==> config.mk <==
export PLATFORM = sky130hd
export DESIGN_NAME = accel_host_loader
export DESIGN_NICKNAME = d
export VERILOG_FILES = /design/src/rtl/accel_host_loader.sv
export SDC_FILE = /design/constraint.sdc
export NUM_CORES = 1
export LEC_CHECK = 0
export BUFFER_PORTS_ARGS = -buffer_cell sky130_fd_sc_hd__buf_2
export CAP_MARGIN = 20
export CORE_AREA = 5 5 119 93
export DETAILED_ROUTE_END_ITERATION = 6
export DIE_AREA = 0 0 124 98
export PLACE_DENSITY = 0.92
export SLEW_MARGIN = 30
export SYNTH_ARGS = -nofsm -noshare
export SYNTH_HDL_FRONTEND = slang
export SYNTH_SLANG_ARGS = --single-unit
==> constraint.sdc <==
create_clock -name clk -period 4.7 [get_ports clk]
set_input_delay 0 -clock clk [delete_from_list [all_inputs] [get_ports clk]]
set_output_delay 0 -clock clk [all_outputs]
set_load 0.1 [all_outputs]
==> src/rtl/accel_host_loader.sv <==
// ============================================================================
// accel_host_loader
//
// Host-side front end of the accelerator. Decodes a byte stream arriving on a
// valid/ready link into accelerator memory writes and 32-bit custom
// instructions. A WAIT_DONE command can stall the stream until the
// accelerator reports completion. This lets a single stream load data,
// configure the accelerator, trigger it and sequence several passes.
//
// Command set (opcode byte accepted in IDLE, multi-byte fields little-endian):
//   8'h01 SET_ADDR  : 3 bytes, write address <= field[ADDR_W-1:0]
//   8'h02 BURST     : 2-byte word count N, then N words of 3 bytes each.
//                     Each word is the low 18 bits of its 24-bit field.
//   8'h03 INSTR     : 4 bytes, presented on `instruction` for one cycle
//   8'h04 WAIT_DONE : stall (in_ready=0) until accel_done is sampled high
//   other           : sets sticky err, byte dropped
//
// Optional feature macro: ACCEL_LOADER_CHECKSUM_EN
//   When defined, every BURST (including N=0) is followed by one checksum
//   byte. The checksum is the XOR of all data bytes; the count bytes are not
//   included. A mismatch sets err. Words already written are kept.
//
// Parameters
//   ADDR_W                 width of the internal write-address register
//
// Ports
//   clk                    in   1   clock, all logic on posedge
//   rst                    in   1   synchronous active-high reset
//   in_data                in   8   stream byte
//   in_valid               in   1   in_data valid
//   in_ready               out  1   byte accepted when in_valid & in_ready
//   accel_done             in   1   accelerator pass complete (level)
//   instruction            out  32  instruction word, 32'h0 when idle
//   interface_write_addr   out  32  write address, zero-extended
//   interface_write_data   out  18  write data
//   interface_write_en     out  1   one-cycle write strobe
//   busy                   out  1   high whenever not in IDLE
//   err                    out  1   sticky protocol error, cleared by rst
// ============================================================================
module accel_host_loader #(
    parameter int ADDR_W = 20
) (
    input  logic        clk,
    input  logic        rst,
    input  logic [7:0]  in_data,
    input  logic        in_valid,
    output logic        in_ready,
    input  logic        accel_done,
    output logic [31:0] instruction,
    output logic [31:0] interface_write_addr,
    output logic [17:0] interface_write_data,
    output logic        interface_write_en,
    output logic        busy,
    output logic        err
);

    localparam logic [7:0] OP_SET_ADDR  = 8'h01;
    localparam logic [7:0] OP_BURST     = 8'h02;
    localparam logic [7:0] OP_INSTR     = 8'h03;
    localparam logic [7:0] OP_WAIT_DONE = 8'h04;

`ifdef ACCEL_LOADER_CHECKSUM_EN
    typedef enum logic [2:0] {
        S_IDLE  = 3'd0,
        S_ADDR  = 3'd1,
        S_CNT   = 3'd2,
        S_DATA  = 3'd3,
        S_INSTR = 3'd4,
        S_WAIT  = 3'd5,
        S_CSUM  = 3'd6
    } state_t;
`else
    typedef enum logic [2:0] {
        S_IDLE  = 3'd0,
        S_ADDR  = 3'd1,
        S_CNT   = 3'd2,
        S_DATA  = 3'd3,
        S_INSTR = 3'd4,
        S_WAIT  = 3'd5
    } state_t;
`endif

    state_t              r_state;
    state_t              w_next_state;

    // Byte index within the current field, and the bytes collected so far.
    // The final byte of a field is never stored; it is used straight from
    // in_data, so three bytes of storage are enough even for a 4-byte
    // instruction.
    logic [1:0]          r_idx;
    logic [23:0]         r_asm;

    logic [15:0]         r_cnt;
    logic [ADDR_W-1:0]   r_addr;

    logic                r_wr_en;
    logic [31:0]         r_wr_addr;
    logic [17:0]         r_wr_data;
    logic [31:0]         r_instr;
    logic                r_err;

`ifdef ACCEL_LOADER_CHECKSUM_EN
    logic [7:0]          r_csum;
    logic                w_csum_end;
`endif

    logic                w_accept;
    logic                w_addr_end;
    logic                w_cnt_end;
    logic                w_word_end;
    logic                w_instr_end;
    logic                w_field_end;
    logic                w_bad_op;
    logic [15:0]         w_count;

    // ------------------------------------------------------------------------
    // State register
    // ------------------------------------------------------------------------
    always_ff @(posedge clk) begin
        if (rst) begin
            r_state <= S_IDLE;
        end else begin
            r_state <= w_next_state;
        end
    end

    // ------------------------------------------------------------------------
    // Next-state logic
    // ------------------------------------------------------------------------
    always_comb begin
        w_next_state = r_state;
        case (r_state)
            S_IDLE: begin
                if (w_accept) begin
                    case (in_data)
                        OP_SET_ADDR:  w_next_state = S_ADDR;
                        OP_BURST:     w_next_state = S_CNT;
                        OP_INSTR:     w_next_state = S_INSTR;
                        OP_WAIT_DONE: w_next_state = S_WAIT;
                        default:      w_next_state = S_IDLE;
                    endcase
                end
            end
            S_ADDR: begin
                if (w_addr_end) w_next_state = S_IDLE;
            end
            S_CNT: begin
                if (w_cnt_end) begin
                    if (w_count != 16'd0) begin
                        w_next_state = S_DATA;
                    end else begin
`ifdef ACCEL_LOADER_CHECKSUM_EN
                        w_next_state = S_CSUM;
`else
                        w_next_state = S_IDLE;
`endif
                    end
                end
            end
            S_DATA: begin
                if (w_word_end && (r_cnt == 16'd1)) begin
`ifdef ACCEL_LOADER_CHECKSUM_EN
                    w_next_state = S_CSUM;
`else
                    w_next_state = S_IDLE;
`endif
                end
            end
            S_INSTR: begin
                if (w_instr_end) w_next_state = S_IDLE;
            end
            S_WAIT: begin
                if (accel_done) w_next_state = S_IDLE;
            end
`ifdef ACCEL_LOADER_CHECKSUM_EN
            S_CSUM: begin
                if (w_csum_end) w_next_state = S_IDLE;
            end
`endif
            default: w_next_state = S_IDLE;
        endcase
    end

    // ------------------------------------------------------------------------
    // Output / decode logic
    // ------------------------------------------------------------------------
    always_comb begin
        in_ready    = (r_state != S_WAIT);
        busy        = (r_state != S_IDLE);
        w_accept    = in_valid && in_ready;
        w_addr_end  = 1'b0;
        w_cnt_end   = 1'b0;
        w_word_end  = 1'b0;
        w_instr_end = 1'b0;
        w_bad_op    = 1'b0;
`ifdef ACCEL_LOADER_CHECKSUM_EN
        w_csum_end  = 1'b0;
`endif
        w_count     = {in_data, r_asm[7:0]};
        case (r_state)
            S_IDLE:  w_bad_op    = w_accept && ((in_data == 8'h00) || (in_data > OP_WAIT_DONE));
            S_ADDR:  w_addr_end  = w_accept && (r_idx == 2'd2);
            S_CNT:   w_cnt_end   = w_accept && (r_idx == 2'd1);
            S_DATA:  w_word_end  = w_accept && (r_idx == 2'd2);
            S_INSTR: w_instr_end = w_accept && (r_idx == 2'd3);
`ifdef ACCEL_LOADER_CHECKSUM_EN
            S_CSUM:  w_csum_end  = w_accept;
`endif
            default: ;
        endcase
`ifdef ACCEL_LOADER_CHECKSUM_EN
        w_field_end = w_addr_end || w_cnt_end || w_word_end || w_instr_end || w_csum_end;
`else
        w_field_end = w_addr_end || w_cnt_end || w_word_end || w_instr_end;
`endif
    end

    assign instruction          = r_instr;
    assign interface_write_addr = r_wr_addr;
    assign interface_write_data = r_wr_data;
    assign interface_write_en   = r_wr_en;
    assign err                  = r_err;

    // ------------------------------------------------------------------------
    // Field assembly storage. It needs no reset because the byte index is
    // reset, so a partial field left over from before rst is never used.
    // ------------------------------------------------------------------------
    always_ff @(posedge clk) begin
        if (w_accept && (r_state != S_IDLE) && !w_field_end) begin
            case (r_idx)
                2'd0:    r_asm[7:0]   <= in_data;
                2'd1:    r_asm[15:8]  <= in_data;
                2'd2:    r_asm[23:16] <= in_data;
                default: ;
            endcase
        end
    end

    // ------------------------------------------------------------------------
    // Control and output registers
    // ------------------------------------------------------------------------
    always_ff @(posedge clk) begin
        if (rst) begin
            r_idx     <= 2'd0;
            r_cnt     <= 16'd0;
            r_addr    <= '0;
            r_wr_en   <= 1'b0;
            r_wr_addr <= 32'd0;
            r_wr_data <= 18'd0;
            r_instr   <= 32'd0;
            r_err     <= 1'b0;
`ifdef ACCEL_LOADER_CHECKSUM_EN
            r_csum    <= 8'd0;
`endif
        end else begin
            // Strobes default low, so each one lasts exactly one cycle.
            r_wr_en <= 1'b0;
            r_instr <= 32'd0;

            if (w_accept && (r_state != S_IDLE)) begin
                r_idx <= w_field_end ? 2'd0 : (r_idx + 2'd1);
            end

            if (w_bad_op) begin
                r_err <= 1'b1;
            end

            if (w_addr_end) begin
                r_addr <= ADDR_W'({in_data, r_asm[15:0]});
            end

            if (w_cnt_end) begin
                r_cnt <= w_count;
            end

            if (w_word_end) begin
                r_wr_en   <= 1'b1;
                r_wr_addr <= 32'(r_addr);
                r_wr_data <= {in_data[1:0], r_asm[15:0]};
                // Natural wrap at 2^ADDR_W.
                r_addr    <= r_addr + 1'b1;
                r_cnt     <= r_cnt - 16'd1;
            end

            if (w_instr_end) begin
                r_instr <= {in_data, r_asm};
            end

`ifdef ACCEL_LOADER_CHECKSUM_EN
            // Restart the running XOR on every accepted opcode. It only
            // matters for a BURST, and restarting it always keeps the
            // logic simple.
            if (w_accept && (r_state == S_IDLE)) begin
                r_csum <= 8'd0;
            end else if (w_accept && (r_state == S_DATA)) begin
                r_csum <= r_csum ^ in_data;
            end

            if (w_csum_end && (in_data != r_csum)) begin
                r_err <= 1'b1;
            end
`endif
        end
    end

endmodule

## After elaboration in Yosys (flattened, before gate mapping)

Cells that the tools add are included.

| storage, ports and cells | value |
|---|---|
| input bits | 12 |
| word-level logic and storage cells | 82 |
| flip-flop bits (word level) | 137 |
| output and inout bits | 86 |

| operators by class | value |
|---|---|
| magnitude comparators | 1 |
| bitwise logic cells | 1 |
| add/sub/neg operators | 3 |
| equality and inequality tests | 20 |
| reduce and logical (&&, ||, !) cells | 25 |
| multiplexer cells | 20 |

Operator list:

| cell | number |
|---|---|
| 20-bit two-way mux | 2 |
| 16-bit two-way mux | 2 |
| 20-bit by 1-bit adder with 20-bit output, second input constant | 1 |
| 3-bit two-way mux | 6 |
| 3-bit one-hot mux with 6 select lines | 1 |
| 16-bit by 1-bit == test with 1-bit output, second input constant | 1 |
| 8-bit by 2-bit == test with 1-bit output, second input constant | 2 |
| 16-bit nonzero test | 1 |
| 16-bit by 1-bit subtractor with 16-bit output, second input constant | 1 |
| 2-bit != test, second input constant | 6 |
| 3-bit one-hot mux with 4 select lines | 1 |
| 8-bit by 1-bit == test with 1-bit output, second input constant | 1 |
| 8-bit by 3-bit == test with 1-bit output, second input constant | 1 |
| 8-bit by 3-bit > comparator with 1-bit output, second input constant | 1 |
| 1-bit logical AND | 8 |
| 8-bit zero test | 1 |
| 3-bit by 2-bit == test with 1-bit output, second input constant | 2 |
| 3-bit == test, second input constant | 2 |
| 1-bit two-way mux | 6 |
| 2-bit AND reduction | 3 |
| 6-bit AND reduction | 1 |
| 2-bit == test, second input constant | 2 |
| 1-bit logical OR | 4 |
| 2-bit two-way mux | 2 |
| other kinds (11) | 12 |

## Longest topological paths before layout

Gate-level depths: netlist of the first run.

| logic depth | value |
|---|---|
| depth in word-level cells | 10 |
| gate-level depth with buffers | 9 |
| gate-level depth less buffers | 7 |

## Worst setup path before layout of the first run

OpenSTA, ideal clock, no wires.

| timing | value |
|---|---|
| kind | reg-to-reg |
| start point | reg r_state[2] |
| end point | reg r_state[0] |
| setup time | 0.086 ns |
| period minus slack after synthesis | 2.097 ns |
| path slack | 2.603 ns |
| cell stages (with the launch flop) | 6 |
| path buffers | 0 |
| required time | 4.614 ns |
| data arrival time | 2.011 ns |
| cell sequence | dfxtp_1 -> or3_1 -> or3_1 -> nor3_1 -> nor2_1 -> a211oi_1 |

| on the way | value |
|---|---|
| cells in the longest elaborated chain, start to end | 7 |
| elaborated cells on any way between the ends | 24 |
| those cells by class | 12 x eq/ne; 5 x mux; 7 x reduce/logical |

Ends and longest elaborated chain:

| item | line | text |
|---|---|---|
| from (decl) | 83 | `state_t r_state;` |
| from (signal assigned) | 123 | `r_state <= w_next_state;` |
| 3-bit != test | 188 | `in_ready = (r_state != S_WAIT);` |
| 1-bit logical AND | 190 | `w_accept = in_valid && in_ready;` |
| 1-bit logical AND | 202, 204 |  |
| 1-bit two-way mux | 200 | `case (r_state)` |
| 1-bit logical AND | 161 | `if (w_word_end && (r_cnt == 16'd1)) begin` |
| 2-bit != test (no line) | - |  |
| 6-bit AND reduction (no line) | - |  |

Several ways; a longest one is shown, not always the timed one.
A chain may end at the register's enable or synchronous reset.

## Worst setup path after layout of the first run

| timing | value |
|---|---|
| start point | reg r_idx[0] |
| end point | reg r_asm[1], enable pin |

| on the way | value |
|---|---|
| cells in the longest elaborated chain, start to end | 9 |
| elaborated cells on any way between the ends | 17 |
| those cells by class | 3 x eq/ne; 4 x mux; 10 x reduce/logical |

Ends and longest elaborated chain:

| item | line | text |
|---|---|---|
| from (decl) | 90 | `logic [1:0] r_idx;` |
| from (signal assigned) | 261 | `r_idx <= w_field_end ? 2'd0 : (r_idx + 2'd1);` |
| 2-bit == test / 2-bit by 1-bit == test with 1-bit output (equally long branches) | 202, 204, 203 |  |
| 1-bit logical AND, on equally long branches | 202, 204, 203 |  |
| 1-bit two-way mux | 200 |  |
| 1-bit logical OR (3 in series) | 214 | `w_field_end = w_addr_end \|\| w_cnt_end \|\| w_word_end \|\| w_instr_end;` |
| 1-bit zero test | 229 | `if (w_accept && (r_state != S_IDLE) && !w_field_end) begin` |
| 1-bit logical AND | 229 |  |
| 2-bit AND reduction (no line) * | - |  |
| to (signal assigned) | 231 | `2'd0: r_asm[7:0] <= in_data;` |
| to (decl) | 91 | `logic [23:0] r_asm;` |

Mark *: on every way between the ends. The rest lies on a longest branch, timed or not.

==> results of run 1 <==
==> cell usage in the layout (no fill, tap or decap), drive strengths merged, types with 8 or more instances in the layout <==
| cell | Yosys | final |
|---|---|---|
| dfxtp | 113 | 113 |
| nand2 | 103 | 103 |
| buf | 20 | 94 |
| a21oi | 74 | 74 |
| nor2 | 35 | 35 |
| and2 | 34 | 34 |
| edfxtp | 24 | 24 |
| nor3 | 21 | 21 |
| nand3 | 19 | 19 |
| clkbuf | 36 | 17 |
| o21ai | 16 | 16 |
| inv | 12 | 16 |
| conb | 1 | 12 |
| nor2b | 10 | 10 |
| nor4 | 10 | 10 |
| clkinv | 1 | 9 |
| dlygate4sd3 | 0 | 8 |
| or4 | 8 | 8 |
| or3 | 8 | 8 |
==> synthesized netlist by cell type, types with 4 or more instances <==
cell type / instances / area share, %
nor2_1: 34 / 2.2
inv_1: 12 / 0.79
buf_2: 4 / 0.35
edfxtp_1: 24 / 13
nand3_1: 18 / 1.6
nor3_1: 20 / 1.8
nand4_1: 6 / 0.66
and3_1: 7 / 0.77
and2_1: 33 / 3.6
o211ai_1: 6 / 0.79
a31oi_1: 7 / 0.77
or4_1: 7 / 0.92
clkbuf_1: 36 / 2.4
buf_1: 4 / 0.26
buf_4: 12 / 1.6
dfxtp_1: 113 / 40
ha_1: 7 / 1.5
o21ai_0: 16 / 1.4
nand2_1: 103 / 6.8
a21o_1: 4 / 0.53
a21oi_1: 74 / 6.5
or3_1: 6 / 0.66
nor4_1: 7 / 0.77
nor2b_1: 10 / 1.1
a211oi_1: 7 / 0.92
==> routing by layer <==
metal / wire length, µm / global-route usage (%) / share of wire (%) / vias to the layer above
met4: 563 / 12.1 / 3.5 / 0
met1: 6170 / 34.5 / 39 / 2463
met2: 7340 / 41.0 / 46 / 319
met3: 1790 / 9.79 / 11 / 70
li1: - / - / - / 2383
met5: 0 / 0 / 0 / -
==> state kept, by name (all words and copies together) (netlist names) <==
| register | cells |
|---|---|
| instruction | 32 |
| err | 1 |
| interface_write_addr | 20 |
| r_idx | 2 |
| interface_write_data | 18 |
| r_state | 3 |
| r_addr | 20 |
| r_cnt | 16 |
| r_asm | 24 |
| interface_write_en | 1 |
==> kinds of logic after synthesis <==
group	share of synthesized area (%)
flip-flops	52.2
other	0.0656
multiplexers	0.547
XOR/XNOR	0.306
AO/OA/AOI/OAI	15.6
adder cells (fa/ha/maj)	1.53
buffers and inverters	5.40
AND/OR/NAND/NOR	24.4
==> worst paths after layout <==
check,endpoint,cells past startpoint
setup / recovery,r_asm[1]$_DFFE_PP_,8
hold / removal,r_state[2]$_SDFFE_PP0P_,2
setup reg to reg,r_asm[1]$_DFFE_PP_,8
hold reg to reg,interface_write_data[9]$_SDFFE_PP0P_,2
==> layout make-up <==
type                    count  area [µm²]  area share, %
clock inverters            15         125           1.84
well taps                 136         170           2.50
multi-input cells         443        2480           36.4
flip-flops and latches    137        2980           43.9
inverters                  13        48.8          0.717
repair buffers            102         573           8.43
clock buffers              17         425           6.25
==> per-stage QoR <==
step | hold slack, ns | util, % | worst slack [ns]
global placement | 0.319 | 62.4 | 2.20
finish | 0.0511 | 68.8 | 1.98
detailed placement | 0.323 | 62.4 | 2.08
global route | 0.0667 | 68.8 | 1.81
floorplan | 0.0989 | - | 2.60
CTS | 0.0221 | 68.8 | 2.00
==> power by group through the flow <==
stage	logic [µW]	clock network, µW	registers, µW
after global placement	399	0	1320
after CTS	426	1250	1290
final	437	1240	1300
after floorplan	332	0	1310
after global routing	469	1320	1300
after detailed placement	416	0	1320
==> repair_timing <==
action                                 CTS  global route
resized for setup                        0             0
endpoints found under the hold margin   36             0
hold buffers                             8             0
setup endpoints to repair                0             0
==> results.sh, run 1 <==
export IMPL_grt_overflow_total=0
export IMPL_num_nets_final=733
export IMPL_areaGrowthSynthToFinish_pct=18.9
export IMPL_gp_congestion=0.908
export IMPL_vias_per_cell=6.07
export IMPL_clock_skew_ns=0.00967
export IMPL_intPower_uw=2080
export IMPL_crit_path_end_kind="register"
export IMPL_fmax_mhz=367
export IMPL_cp_common_cell="buf_4"
export IMPL_pwr_share_clk_pct=41.6
export IMPL_crit_family="simple AND/OR/NAND/NOR gates"
export IMPL_hold_path_startpoint="rst"
export IMPL_drtIter0Drc=675
export IMPL_drc_errors=0
export IMPL_grt_max_degree=64
export IMPL_cp_start_kind="register"
export IMPL_hp_class="in -> reg"
export IMPL_rrSetupSlack_ns=1.98
export IMPL_arrival_ns=2.79
export IMPL_path_buf_inv=3
export IMPL_cp_startpoint="r_idx[0]$_SDFFE_PP0N_"
export IMPL_hold_violations=0
export IMPL_wl_per_cell_um=18.4
export IMPL_power_switching_uw=897
export IMPL_synth_cell_types=62
export IMPL_routed_via_count=5235
export IMPL_tightest_slew_ns=0.948
export IMPL_synth_flop_cell="dfxtp_1"
export IMPL_die_h_um=98
export IMPL_cts_root_buf="clkbuf_16"
export IMPL_cts_tree="done"
export IMPL_nFillCells=726
export IMPL_max_stage_delay_ns=0.58
export IMPL_tns_ns=0
export IMPL_p_seq_share_pct=43.7
export IMPL_avgSynthCellArea_um2=8.96
export IMPL_firstDrtPassIters=7
export IMPL_first_global_vias=5064
export IMPL_path_cells="inv_1, ha_1, nand4b_1, buf_4, nor2_2, buf_4, a2111oi_2, and2_1"
export IMPL_drive_gt1_share_pct=19.4
export IMPL_stdcell_area_um2=6800
export IMPL_finalNonFillerCells=863
export IMPL_cts_buffers=17
export IMPL_combPwrFrac_pct=14.7
export IMPL_cts_sinks=137
export IMPL_slowest_stage="a2111oi_2"
export IMPL_ant_nets=0
export IMPL_place_area_um2=6170
export IMPL_grt_pass1_wl_um=25600
export IMPL_async_flop_share_pct=0
export IMPL_ys_warn_count=0
export IMPL_core_um2=9890
export IMPL_grt_use_total_pct=27.0
export IMPL_relSlewSlack_pct=36.6
export IMPL_clk_pin_slew_ns=0.06
export IMPL_synthCells=638
export IMPL_ys_seq_area_share_pct=52.2
export IMPL_ctsHtreeMaxLevel=4
export IMPL_synth_edff_count=24
export IMPL_dp_cells=823
export IMPL_power_total_uw=2980
export IMPL_max_vdd_ir_drop_mv=0.365
export IMPL_start_util_pct=57.8
export IMPL_maxCapViolCount=0
export IMPL_rsz0062_at_grt="false"
export IMPL_p_per_area_nw_per_um2=438
export IMPL_switching_share_pct=30.1
export IMPL_cts_max_path_buffers=2
export IMPL_slew_viol_final=0
export IMPL_synth_seq_cells=137
export IMPL_antenna_found_initial=0
export IMPL_io_pins=98
export IMPL_wirelength_um=15900
export IMPL_p_leak_uw=0.00264
export IMPL_clk_latency_ns=0.42
export IMPL_status="finished clean"
export IMPL_post_cts_buffers=0
export IMPL_place_hpwl_um=10500
export IMPL_dieWidth_um=124
export IMPL_cp_max_fo=21
export IMPL_antenna_cells=0
export IMPL_dieArea_um2=12200
export IMPL_critPathKind="reg -> reg"
export IMPL_period_share_pct=57.9
export IMPL_required_ns=4.77
export IMPL_synth_cell_area_um2=5720
export IMPL_period_needed_ns=2.72
export IMPL_fp_row_count=32
export IMPL_worstReg2RegStart="r_idx[0]$_SDFFE_PP0N_"
export IMPL_setup_viol_count_final=0
export IMPL_numPortBuffers=85
(Power assumes the default switching activity.)
==> run 2: changes to the inputs <==
ABC_AREA = 1   (was not set)
CORE_AREA = 5 5 125 97   (was 5 5 119 93)
DIE_AREA = 0 0 130 102   (was 0 0 124 98)
PLACE_DENSITY = 0.87   (was 0.92)
clock period = 2.65 ns   (was 4.7 ns; I/O delays follow)
==> results.sh, run 2 <==
export IMPL_ant_nets=0
export IMPL_tns_ns=0
export IMPL_dieWidth_um=130
export IMPL_grt_use_total_pct=23.9
export IMPL_ys_warn_count=0
export IMPL_drive_gt1_share_pct=15.6
export IMPL_routed_via_count=5441
export IMPL_crit_path_end_kind="register"
export IMPL_max_vdd_ir_drop_mv=0.990
export IMPL_busiest_layer="met2"
export IMPL_io_pins=98
export IMPL_fin_util_pct=64.7
export IMPL_required_ns=2.99
export IMPL_core_um2=10700
export IMPL_cts_max_path_buffers=2
export IMPL_yosys_top_cells_area="dfxtp_1 38%, edfxtp_1 12%, nand2_1 8.9%, nor2_1 7.8%, inv_1 5.6%"
export IMPL_synth_edff_count=24
export IMPL_largest_reg_flops=32
export IMPL_cts_resized=0
export IMPL_firstDrtPassIters=7
export IMPL_start_util_pct=54.8
export IMPL_cts_hold_buf=8
export IMPL_stdcell_area_um2=6940
export IMPL_die_h_um=102
export IMPL_cts_buffers=17
export IMPL_fmax_mhz=431
export IMPL_gp_congestion=0.961
export IMPL_synth_cell_types=38
export IMPL_critPathKind="reg -> reg"
export IMPL_relSlewSlack_pct=56.3
export IMPL_antenna_found_initial=0
export IMPL_synthCells=754
export IMPL_rsz0062_at_grt="false"
export IMPL_final_cell_mix="140 x nand2_1, 122 x nor2_1, 113 x dfxtp_1"
export IMPL_grt_overflow_total=0
export IMPL_gr_usage_met2_pct=38.1
export IMPL_synth_seq_cells=137
export IMPL_cts_root_buf="clkbuf_16"
export IMPL_synth_top_area_cell="dfxtp_1"
export IMPL_cp_start_kind="register"
export IMPL_period_needed_ns=2.32
export IMPL_first_global_vias=4940
export IMPL_period_share_pct=87.5
export IMPL_drc_errors=0
export IMPL_arrival_ns=2.66
export IMPL_fp_row_count=33
export IMPL_wirelength_um=15500
export IMPL_drtIter0Drc=565
export IMPL_p_leak_uw=0.00322
export IMPL_avgSynthCellArea_um2=7.80
export IMPL_path_cells="inv_1, ha_1, nand4_4, nor2_4, buf_4, nand2_1, nor2_1, a21oi_1, a21oi_1"
export IMPL_dieArea_um2=13300
export IMPL_numPortBuffers=85
export IMPL_hp_class="in -> reg"
export IMPL_synth_top_area_share_pct=38.5
export IMPL_clk_pin_slew_ns=0.06
export IMPL_place_hpwl_um=10300
export IMPL_cp_max_fo=50
export IMPL_tightest_slew_ns=0.654
export IMPL_synth_flop_cell="dfxtp_1"
export IMPL_yosysMostFrequentCell="nand2_1"
export IMPL_antenna_cells=0
export IMPL_place_area_um2=6330
export IMPL_met1_usage_pct=31.9
export IMPL_hold_violations=0
export IMPL_met3_usage_pct=5.33
export IMPL_layout_commonest_cell="nand2_1"
export IMPL_num_nets_final=863
export IMPL_async_flop_share_pct=0
export IMPL_grt_max_degree=51
export IMPL_cts_tree="done"
export IMPL_areaGrowthSynthToFinish_pct=18.1
export IMPL_ys_seq_area_share_pct=50.7
export IMPL_status="finished clean"
export IMPL_vias_per_cell=5.46
export IMPL_yosys_top_cells_count="140 x nand2_1, 122 x nor2_1, 113 x dfxtp_1"
export IMPL_clock_skew_ns=0.00682
export IMPL_slowest_stage="buf_4"
export IMPL_cts_sinks=137
export IMPL_p_per_area_nw_per_um2=788
export IMPL_slew_viol_final=0
export IMPL_cp_common_cell="a21oi_1"
export IMPL_grt_pass1_wl_um=24600
export IMPL_synth_cell_area_um2=5880
export IMPL_ctsHtreeMaxLevel=4
export IMPL_wl_per_cell_um=15.5
export IMPL_clk_latency_ns=0.42
export IMPL_maxCapViolCount=0
export IMPL_setup_viol_count_final=0
export IMPL_max_stage_delay_ns=0.45
export IMPL_post_cts_buffers=0
[run 2: cell types whose count changed after synthesis, sizes merged, moves of 23 or more]
cell    before  now
and2        34    0
clkbuf      36   13
inv         12   90
nand2      103  141
nor2        35  126
o21ai       16   64
[run 2: kinds of logic (layout without fill, tap and decap cells)]
kind of cell / after synthesis / count (layout) / synth area share (%)
xor+xnor: 7 / 7 / 1.04
simple gates: 322 / 322 / 22.9
fa+ha+maj: 7 / 7 / 1.49
buf+inv: 132 / 224 / 10.2
flops: 137 / 137 / 50.7
compound gates: 148 / 148 / 13.6
other cells: 1 / 12 / 0.0638
[run 2: report_power, final]
group / internal, µW / switching, µW / total [µW] / leakage, µW
logic: 235 / 786 / 1020 / 0.00184
clock network: 1270 / 872 / 2140 / 0.000250
registers: 2220 / 84.3 / 2310 / 0.00113
total: 3730 / 1740 / 5470 / 0.00322
[run 2: layout make-up]
| cell class | count | area (µm²) |
|---|---|---|
| clock buffers | 18 | 429 |
| fillers | 886 | 3790 |
| well taps | 140 | 175 |
| flip-flops and latches | 137 | 2980 |
| multi-input cells | 496 | 2340 |
| inverters | 90 | 338 |
| repair buffers | 102 | 573 |
| clock inverters | 14 | 108 |
[run 2: critical path, delay by kind of cell, from the launching register on]
| family | cells | cell delay (ns) |
|---|---|---|
| adder cells (fa/ha/maj) | 1 | 0.23 |
| AND/OR/NAND/NOR | 4 | 0.88 |
| flip-flops | 1 | 0.33 |
| buffers and inverters | 2 | 0.57 |
| AO/OA/AOI/OAI | 2 | 0.23 |
[run 2: worst paths after layout]
path | from | end | slack, ns | cells after the start
setup / recovery | r_idx[0]$_SDFFE_PP0N_ | r_addr[14]$_SDFFE_PP0P_ | 0.33 | 9
setup reg to reg | r_idx[0]$_SDFFE_PP0N_ | r_addr[14]$_SDFFE_PP0P_ | 0.33 | 9
hold reg to reg | r_asm[19]$_DFFE_PP_ | instruction[19]$_SDFF_PP0_ | 0.47 | 2
hold / removal | rst | interface_write_addr[15]$_SDFFE_PP0P_ | 0.04 | 2
[run 2: routing by layer]
layer  vias up  share of wire [%]
met5         -                  0
met1      2512                 42
met2       300                 46
li1       2597                  -
met3        32                 10
met4         0                1.9
[run 2: per-stage QoR]
stage	setup slack [ns]	power, µW	instances	hold slack [ns]
final	0.332	5470	997	0.0393
after global routing	0.0999	5700	997	0.0498
after CTS	0.341	5470	997	0.0275
after detailed placement	0.402	3320	957	0.262
after global placement	0.524	3300	957	0.264
after floorplan	0.0830	3100	765	0.0989
==> run 3: changes to the inputs <==
CELL_PAD_IN_SITES_DETAIL_PLACEMENT = 0   (was not set)
CELL_PAD_IN_SITES_GLOBAL_PLACEMENT = 2   (was not set)
CORE_AREA = 5 5 163 126   (was 5 5 125 97)
DIE_AREA = 0 0 168 131   (was 0 0 130 102)
PLACE_DENSITY = 0.86   (was 0.87)
==> results.sh, run 3 (synthesis gave the netlist of run 2 again) <==
export IMPL_relSlewSlack_pct=65.9
export IMPL_routed_via_count=5140
export IMPL_largest_reg_flops=32
export IMPL_io_pins=98
export IMPL_drtIter0Drc=312
export IMPL_dieArea_um2=22000
export IMPL_core_um2=18900
export IMPL_grt_use_total_pct=16.1
export IMPL_power_switching_uw=1770
export IMPL_worstHoldEndpoint="interface_write_addr[18]$_SDFFE_PP0P_"
export IMPL_combPwrFrac_pct=17.8
export IMPL_slew_viol_final=0
export IMPL_wirelength_um=17300
export IMPL_arrival_ns=2.53
export IMPL_drive_gt1_share_pct=16.2
export IMPL_clk_latency_ns=0.42
export IMPL_nFillCells=1982
export IMPL_cp_start_kind="register"
export IMPL_cts_resized=0
export IMPL_busiest_layer="met2"
export IMPL_first_global_vias=4991
export IMPL_status="finished clean"
export IMPL_p_per_area_nw_per_um2=805
export IMPL_regArea_um2=2980
export IMPL_antenna_cells=0
export IMPL_clock_skew_ns=0.00908
export IMPL_gr_usage_met2_pct=24.2
export IMPL_finalNonFillerCells=1115
export IMPL_fp_row_count=44
export IMPL_grt_overflow_total=0
export IMPL_die_h_um=131
export IMPL_areaGrowthSynthToFinish_pct=22.6
export IMPL_required_ns=2.95
export IMPL_dp_cells=1075
export IMPL_setup_viol_count_final=0
export IMPL_maxCapViolCount=0
export IMPL_cts_tree="done"
export IMPL_p_leak_uw=0.00329
export IMPL_met3_usage_pct=3.82
export IMPL_multiInputGateArea_um2=2340
export IMPL_dieWidth_um=168
export IMPL_hp_class="in -> reg"
export IMPL_ant_nets=0
export IMPL_firstDrtPassIters=5
export IMPL_ff2ff_path_depth=10
export IMPL_max_vdd_ir_drop_mv=0.685
export IMPL_wl_per_cell_um=15.5
export IMPL_cts_max_path_buffers=2
export IMPL_worstReg2RegStart="r_idx[0]$_SDFFE_PP0N_"
export IMPL_power_total_uw=5810
export IMPL_rrSetupSlack_ns=0.43
export IMPL_layout_commonest_cell="nand2_1"
export IMPL_rsz0062_at_grt="false"
export IMPL_vias_per_cell=4.61
export IMPL_switching_share_pct=30.5
export IMPL_grt_max_degree=85
export IMPL_ctsHtreeMaxLevel=4
export IMPL_cts_sinks=137
export IMPL_hold_violations=0
export IMPL_numPortBuffers=85
export IMPL_clk_pin_slew_ns=0.06
export IMPL_met1_usage_pct=22.9
export IMPL_reg2reg_to="r_addr[4]$_SDFFE_PP0P_"
export IMPL_period_share_pct=83.9
export IMPL_hold_path_startpoint="rst"
export IMPL_crit_path_end_kind="register"
export IMPL_tns_ns=0
export IMPL_pwr_share_clk_pct=42.5
export IMPL_tightest_slew_ns=0.515
export IMPL_cts_root_buf="clkbuf_16"
export IMPL_final_cell_mix="140 x nand2_1, 122 x nor2_1, 113 x dfxtp_1"
export IMPL_intPower_uw=4040
export IMPL_num_nets_final=868
export IMPL_p_seq_share_pct=39.7
export IMPL_grt_pass1_wl_um=27600
export IMPL_whs_path_depth=3
export IMPL_cts_buffers=17
export IMPL_cp_max_fo=84
export IMPL_start_util_pct=31.1
export IMPL_place_hpwl_um=12100
export IMPL_drc_errors=0
export IMPL_fmax_mhz=450
export IMPL_antenna_found_initial=0
export IMPL_period_needed_ns=2.22
export IMPL_critPathKind="reg -> reg"
export IMPL_gp_congestion=0.830
==> run 3: cell count changes in the layout (fill, tap and decap cells not counted) <==
cell | before | now
clkinv_1 | 3 | 1
inv_6 | 1 | 0
clkinv_4 | 0 | 2
buf_12 | 0 | 1
clkbuf_1 | 1 | 2
clkinv_2 | 4 | 3
buf_4 | 9 | 13
clkinvlp_4 | 5 | 3
bufinv_16 | 1 | 4
==> run 3: power by group through the flow <==
stage | combinational [µW] | clock [µW] | sequential [µW]
after CTS | 1030 | 2520 | 2300
after global routing | 1140 | 2620 | 2310
after global placement | 1020 | 0 | 2350
after detailed placement | 1010 | 0 | 2350
after floorplan | 734 | 0 | 2360
final | 1030 | 2470 | 2310
==> run 3: per-layer routing <==
layer / routed length (µm) / share of wire [%] / up-vias
li1: - / - / 2611
met1: 8890 / 51 / 2373
met2: 7300 / 42 / 137
met3: 859 / 5.0 / 19
met4: 286 / 1.7 / 0
met5: 0 / 0 / -
==> run 3: cell type report <==
class / count / area share, %
inverters: 90 / 4.69
clock inverters: 13 / 2.48
well taps: 253 / 4.39
multi-input cells: 496 / 32.4
clock buffers: 19 / 6.00
flip-flops and latches: 137 / 41.4
repair buffers: 107 / 8.64
==> run 3: worst max path at each step <==
stage                             from                       to  depth (start not counted)
4_1_cts          r_idx[0]$_SDFFE_PP0N_   r_addr[4]$_SDFFE_PP0P_                         10
3_5_place_dp     r_idx[0]$_SDFFE_PP0N_   r_addr[4]$_SDFFE_PP0P_                         10
6_report         r_idx[0]$_SDFFE_PP0N_   r_addr[4]$_SDFFE_PP0P_                         10
3_3_place_gp     r_idx[0]$_SDFFE_PP0N_   r_addr[4]$_SDFFE_PP0P_                         10
5_1_grt          r_idx[0]$_SDFFE_PP0N_  r_addr[14]$_SDFFE_PP0P_                          9
2_1_floorplan  r_state[1]$_SDFFE_PP0P_       r_asm[0]$_DFFE_PP_                          7
==> run 3: what timing repair did <==
action | in CTS | in global routing
setup buffers | 0 | 0
hold buffers | 8 | 0
endpoints found under the hold margin | 32 | 0
==> run 3: worst max-delay path, cell delays in order (launching register included) <==
cell,delay [ns]
dfxtp_1,0.33
inv_1,0.11
ha_1,0.23
nand4_4,0.27
nor2_4,0.37
buf_12,0.32
nand2_1,0.12
nand2_1,0.10
nand2_1,0.05
o211ai_1,0.07
inv_1,0.05
==> run 3: per-stage QoR <==
step	hold slack [ns]	util [%]	worst slack, ns	area [µm²]
floorplan	0.0989	-	0.0830	5920
global placement	0.270	34.5	0.505	6520
detailed placement	0.274	34.5	0.457	6520
CTS	0.0633	38.2	0.440	7210
global route	0.0830	38.2	0.153	7210
finish	0.0770	38.2	0.427	7210
